`src/rtl/p_mem_loader.sv`:
```
// rtl/p_mem_loader.sv - boot loader framing a byte stream into program memory words
// Holds the core in reset until a complete, in-range image has been written.
module p_mem_loader #(
    parameter int DEPTH  = 512,
    parameter int ADDR_W = 9
) (
    input  logic              clk,
    input  logic              reset,
    input  logic              start,
    input  logic [7:0]        rx_data,
    input  logic              rx_valid,
    output logic              rx_ready,
    output logic              mem_we,
    output logic [ADDR_W-1:0] mem_waddr,
    output logic [31:0]       mem_wdata,
    output logic              cpu_hold,
    output logic              busy,
    output logic              done,
    output logic              error,
    output logic [15:0]       word_count
);

    typedef enum logic [2:0] {
        IDLE   = 3'd0,
        LEN_LO = 3'd1,
        LEN_HI = 3'd2,
        DATA   = 3'd3,
        WRITE  = 3'd4,
        DONE   = 3'd5,
        ERROR  = 3'd6
    } state_t;

    localparam logic [16:0] DEPTH_L = 17'(DEPTH);

    state_t      state_q, state_d;
    logic [15:0] len_q, len_d;
    logic [15:0] word_count_q, word_count_d;
    logic [1:0]  byte_idx_q, byte_idx_d;
    logic [31:0] wdata_q, wdata_d;
    logic        xfer;
    logic [15:0] len_full;
    logic [15:0] count_inc;

    always_ff @(posedge clk or posedge reset) begin
        if (reset) begin
            state_q      <= IDLE;
            len_q        <= '0;
            word_count_q <= '0;
            byte_idx_q   <= '0;
            wdata_q      <= '0;
        end else begin
            state_q      <= state_d;
            len_q        <= len_d;
            word_count_q <= word_count_d;
            byte_idx_q   <= byte_idx_d;
            wdata_q      <= wdata_d;
        end
    end

    // Outputs depend on registered state only; no input reaches an output combinationally.
    assign rx_ready   = (state_q == LEN_LO) || (state_q == LEN_HI) || (state_q == DATA);
    assign mem_we     = (state_q == WRITE);
    assign mem_waddr  = word_count_q[ADDR_W-1:0];
    assign mem_wdata  = wdata_q;
    assign cpu_hold   = (state_q != DONE);
    assign busy       = rx_ready || (state_q == WRITE);
    assign done       = (state_q == DONE);
    assign error      = (state_q == ERROR);
    assign word_count = word_count_q;

    assign xfer      = rx_valid && rx_ready;
    assign len_full  = {rx_data, len_q[7:0]};
    assign count_inc = word_count_q + 16'd1;

    always_comb begin
        state_d      = state_q;
        len_d        = len_q;
        word_count_d = word_count_q;
        byte_idx_d   = byte_idx_q;
        wdata_d      = wdata_q;
        case (state_q)
            IDLE, DONE, ERROR: begin
                if (start) begin
                    state_d      = LEN_LO;
                    len_d        = '0;
                    word_count_d = '0;
                end
            end
            LEN_LO: begin
                if (xfer) begin
                    len_d[7:0] = rx_data;
                    state_d    = LEN_HI;
                end
            end
            LEN_HI: begin
                if (xfer) begin
                    len_d = len_full;
                    if (len_full == 16'd0) begin
                        state_d = DONE;
                    end else if ({1'b0, len_full} > DEPTH_L) begin
                        state_d = ERROR;
                    end else begin
                        state_d    = DATA;
                        byte_idx_d = '0;
                    end
                end
            end
            DATA: begin
                if (xfer) begin
                    wdata_d[{byte_idx_q, 3'b000} +: 8] = rx_data;
                    byte_idx_d = byte_idx_q + 2'd1;
                    if (byte_idx_q == 2'd3) begin
                        state_d = WRITE;
                    end
                end
            end
            WRITE: begin
                word_count_d = count_inc;
                state_d      = (count_inc == len_q) ? DONE : DATA;
            end
            default: state_d = IDLE;
        endcase
    end

endmodule

```
`config.mk`:
```
export PLATFORM = sky130hd
export DESIGN_NAME = p_mem_loader
export DESIGN_NICKNAME = d
export VERILOG_FILES = /design/src/rtl/p_mem_loader.sv
export SDC_FILE = /design/constraint.sdc
export NUM_CORES = 1
export LEC_CHECK = 0
export ABC_AREA = 1
export ABC_CLOCK_PERIOD_IN_PS = 7200
export CAP_MARGIN = 0
export CORE_MARGIN = 2
export CORE_UTILIZATION = 51
export CTS_CLUSTER_SIZE = 24
export DETAILED_ROUTE_END_ITERATION = 8
export PLACE_DENSITY = 0.84
export SYNTH_ARGS = -nofsm -noshare
export SYNTH_HDL_FRONTEND = slang
export SYNTH_SLANG_ARGS = --single-unit
```
`constraint.sdc`:
```
create_clock -name clk -period 7.2 [get_ports clk]
set_clock_uncertainty 0.15 [all_clocks]
set_input_delay 1.44 -clock clk [delete_from_list [all_inputs] [get_ports clk]]
set_output_delay 1.44 -clock clk [all_outputs]
set_load 0.03 [all_outputs]
```
---- Word-level counts from Yosys, hierarchy flattened ----
Index checks and enable logic that the tools add are counted.
storage, ports and cells
  bits in registers ....................... 69
  input bits .............................. 12
  output and inout bits ................... 63
  word-level logic and storage cells ...... 67
operators by class
  add/subtract/negate cells ............... 3
  magnitude comparators ................... 1
  equal/unequal tests ..................... 16
  shifts and indexed selects .............. 2
  multiplexer cells ....................... 21
  bitwise logic cells ..................... 1
  reductions and logical operators ........ 17
operator list
  cell                      count
  $bwmux W32                1
  $mux W16                  2
  $pmux W16 S2              1
  $shift A8 B7 Y32 const A  1
  $shiftx A8 B7 Y32         1
  $mux W3                   8
  $pmux W8 S3               1
  $add A16 B1 Y16 const B   1
  $eq A16 B16 Y1            1
  $gt A16 B10 Y1 const B    1
  $logic_not A16 Y1         1
  $pmux W8 S2               1
  $pmux W3 S5               1
  $ne A2 B2 Y1 const B      6
  $reduce_and A5 Y1         2
  $eq A3 B3 Y1 const B      3
  $mux W2                   4
  $mux W8                   1
  $reduce_bool A2 Y1        4
  $neg A5 Y7                1
  $eq A3 B2 Y1 const B      2
  $pmux W2 S2               1
  $reduce_and A2 Y1         2
  $reduce_and A4 Y1         1
  other kinds (11)          13

---- Longest topological paths before layout ----
  word-level depth ........................ 6
  gate-level depth with buffers ........... 16
  mapped depth without buffers ............ 16

---- Least setup slack after synthesis ----
No wires, ideal clock.
  path kind ............................... register to output
  start ................................... reg state_q[2]
  end ..................................... out mem_we
  arrival ................................. 1.306 ns
  required time ........................... 5.610 ns
  setup slack ............................. 4.304 ns
  stages on the path, launching flop included .. 6
  path buffers ............................ 1
  path through ............................ dfrtp_1 inv_2 nor2_2 inv_1 nor2_1 clkbuf_1
on the way
  longest elaborated chain between the ends .. 1
ends and longest elaborated chain
  element                 RTL line  text
  start, declared         35        state_t state_q, state_d;
  start signal, assigned  52        state_q <= state_d;
  $eq A3 B3 Y1            62        assign mem_we = (state_q == WRITE);
  end, declared           13        output logic mem_we,
No other way between the ends.

---- Worst setup path after layout ----
  start ................................... reg state_q[2]
  end ..................................... out busy
on the way
  longest elaborated chain between the ends .. 4
  elaborated cells on any way between the ends .. 7
  those cells by class .................... 4 x eq/ne; 3 x reduce/logical
ends and longest elaborated chain
  element                                       RTL line  text
  $eq A3 B1 Y1 or $eq A3 B2 Y1 (tied branches)  61        assign rx_ready = (state_q == LEN_LO) || (state_q == LEN_HI) || (state_q == DATA);
  $logic_or A1 B1 Y1 (2 in series)              61
  $logic_or A1 B1 Y1 (*)                        66        assign busy = rx_ready || (state_q == WRITE);
  end, declared                                 17        output logic busy,
Mark *: on every way between the ends. The rest lies on a longest branch, timed or not.

==> out/results.ini <==
[global_route]
grt_overflow = 0
met3_usage_pct = 4.52
met2_usage_pct = 42.2
grt_pass1_wl_um = 17100
top_usage_layer = met2
grt_util_all_layers_pct = 25.1
use_met1_pct = 33.5
grt_pass1_vias = 3670
grt_max_degree = 70
antenna_found_initial = 0

[synthesis]
synth_fp_nets = 546
netlist_top_cells_count = nand2_1 (137), nand3_1 (75), dfrtp_1 (69), inv_1 (56), nor2_1 (38)
seq_area_frac_synth_pct = 43.5
synth_edf_count = 0
ys_types = 33
synth_top_area_share_pct = 43.5
synth_top_cell_by_area = dfrtp_1
synthCells = 527
synth.most_common_cell = nand2_1
yosysWarningCount = 0
syn_area_per_cell_um2 = 7.54
synth-seq-cells = 69
async_flop_share_pct = 100
yosys-top-cells-area = dfrtp_1 (43%), nand2_1 (13%), nand3_1 (9.4%), inv_1 (5.3%), o21ai_0 (4.3%)
netlist_area_um2 = 3970
synthFlopType = dfrtp_1

[power]
cellLeakagePower_nw = 2.28
powerDensity_nw_per_um2 = 362
finalPower_mw = 1.79
ir_drop_v = 0.000156

[die]
initial_utilization_pct = 51.9
die_x_um = 92.3
die_area_um2 = 8510
die_y_um = 92.3
core_area_um2 = 7650
rows = 32
io_pins = 75

[finish]
drive_gt1_share_pct = 9.50
antenna_cells = 0
fin_cells = 702
fin_nets = 614
area_growth_syn_to_layout_pct = 24.5

[worst_setup_path]
worstRegToRegCells = 14
r2r-end = state_q[1]$_DFFE_PP0P_
cp_max_fo = 12
critPathLaunchType = flop
reg2reg_slack_ns = 4.75
rr_startpoint = word_count[0]$_DFFE_PP0P_
path_cells = inv_2 -> nor2_2 -> inv_1 -> nor2_1 -> buf_4 -> inv_1 -> nand2_1 -> clkdlybuf4s50_1
cp_slowest_cell = clkdlybuf4s50_1
arrival_ns = 2.34
cp.required_ns = 5.61
crit_type = reg2out
endpoint_kind = output pin
crit_top_cell = inv_1
slowest_delay_ns = 0.66

[detailed_routing]
drcViolationCount = 0
vias_per_cell = 5.49
drtAntennaViolNets = 0
vias = 3852
avgRoutedWirePerCell_um = 14.5
drt_first_pass_iters = 5
drt-initial-drc-count = 320
wirelength_um = 10200

[sta]
holdWs_ns = 0.368
fmax_mhz = 254
final_max_slew_viol_count = 0
post-route-period-util_pct = 54.6
rsz0062_at_grt = false
worstMarginPinSlew_ns = 0.899
finalSetupViolations = 0
slew_headroom_pct = 39.9
period_needed_ns = 3.93
tns_ns = 0
hold_viol_final = 0

[cts]
clock_path_buffers = 2
cts_resized = 0
clk_pin_slew_worst_paths_ns = 0.08
h-tree-depth = 3
ctsHoldBuffers = 0
root_buffer = clkbuf_8
postCtsSetupBuffers = 0
clk_latency_ns = 0.35
cts_tree = done
cts_sinks = 69
numCtsBuffers = 9

[min_path]
hp-start = mem_wdata[11]$_DFFE_PP0P_
worstHoldPathCells = 2
hold_path_class = reg2reg
holdPathEnd = mem_wdata[11]$_DFFE_PP0P_

[place]
dp_hpwl_um = 7240
gp_congestion = 0.920
dp.cells = 686
port_buffers = 74

[job]
maxCapViolCount = 0

[run_status]
outcome = finished clean

-- worst max-delay path by stage --
stage	start	endpoint	slack, ns	cells past startpoint
2_1_floorplan	reset	byte_idx_q[0]$_DFFE_PP0P_	3.87	1
3_3_place_gp	state_q[2]$_DFFE_PP0P_	busy	3.68	8
3_5_place_dp	rx_valid	mem_wdata[16]$_DFFE_PP0P_	3.60	5
4_1_cts	state_q[2]$_DFFE_PP0P_	busy	3.25	8
5_1_grt	state_q[2]$_DFFE_PP0P_	busy	3.11	8
6_report	state_q[2]$_DFFE_PP0P_	busy	3.27	8
-- sequential cells by signal (all words and copies together) (netlist names) --
| register | cells |
|---|---|
| mem_wdata | 32 |
| word_count | 16 |
| state_q | 3 |
| len_q | 16 |
| byte_idx_q | 2 |
-- power by group --
| group | switching, mW | internal, mW | total (mW) |
|---|---|---|---|
| Clock | 0.158 | 0.197 | 0.354 |
| Sequential | 0.0790 | 0.485 | 0.564 |
| Combinational | 0.583 | 0.287 | 0.871 |
| Total | 0.820 | 0.968 | 1.79 |
-- cell usage in the layout, fill, tap and decap left out, types with 5 or more instances in the layout --
cell             Yosys  layout
a21oi_1             12      12
clkbuf_8             0       9
clkdlybuf4s50_1      0      74
dfrtp_1             69      69
ha_1                 7       7
inv_1               56      55
inv_2                8       9
nand2_1            137     137
nand3_1             75      75
nand4_1             11      11
nor2_1              38      38
nor2_2               7       7
nor2_4               5       5
nor3_1               5       5
o21ai_0             34      34
o21ai_1             14      14
o21ai_2              9       9
o22ai_1              8       8
-- kinds of logic after synthesis --
| family | synth area share [%] |
|---|---|
| compound gates | 12.0 |
| buf+inv | 9.42 |
| simple gates | 32.9 |
| flops | 43.5 |
| fa+ha+maj | 2.20 |
-- metal layers --
| layer | vias to the layer above | routed length, µm |
|---|---|---|
| li1 | 1863 | - |
| met1 | 1779 | 4220 |
| met2 | 189 | 4950 |
| met3 | 21 | 792 |
| met4 | 0 | 193 |
| met5 | - | 0 |
-- final cells by class --
| cell class | count | area (µm²) |
|---|---|---|
| Tap cell | 102 | 128 |
| Inverter | 64 | 240 |
| Fill cell | 630 | 2700 |
| Clock buffer | 9 | 124 |
| Timing Repair Buffer | 76 | 756 |
| Multi-Input combinational cell | 375 | 1870 |
| Clock inverter | 7 | 98.8 |
| Sequential cell | 69 | 1730 |
-- stage by stage --
step                setup slack [ns]  utilization (%)  cell area [µm²]
floorplan                       3.87                -             3970
global placement                3.68             61.7             4720
detailed placement              3.60             61.7             4720
global route                    3.11             64.7             4940
finish                          3.27             64.7             4940
CTS                             3.25             64.7             4940
-- worst max-delay path, delay by kind of cell (launching register included) --
| family | cells | cell delay, ns |
|---|---|---|
| buffers and inverters | 5 | 1.21 |
| flip-flops | 1 | 0.49 |
| AND/OR/NAND/NOR | 3 | 0.29 |
No activity file was read; power rests on OpenSTA's default activity.
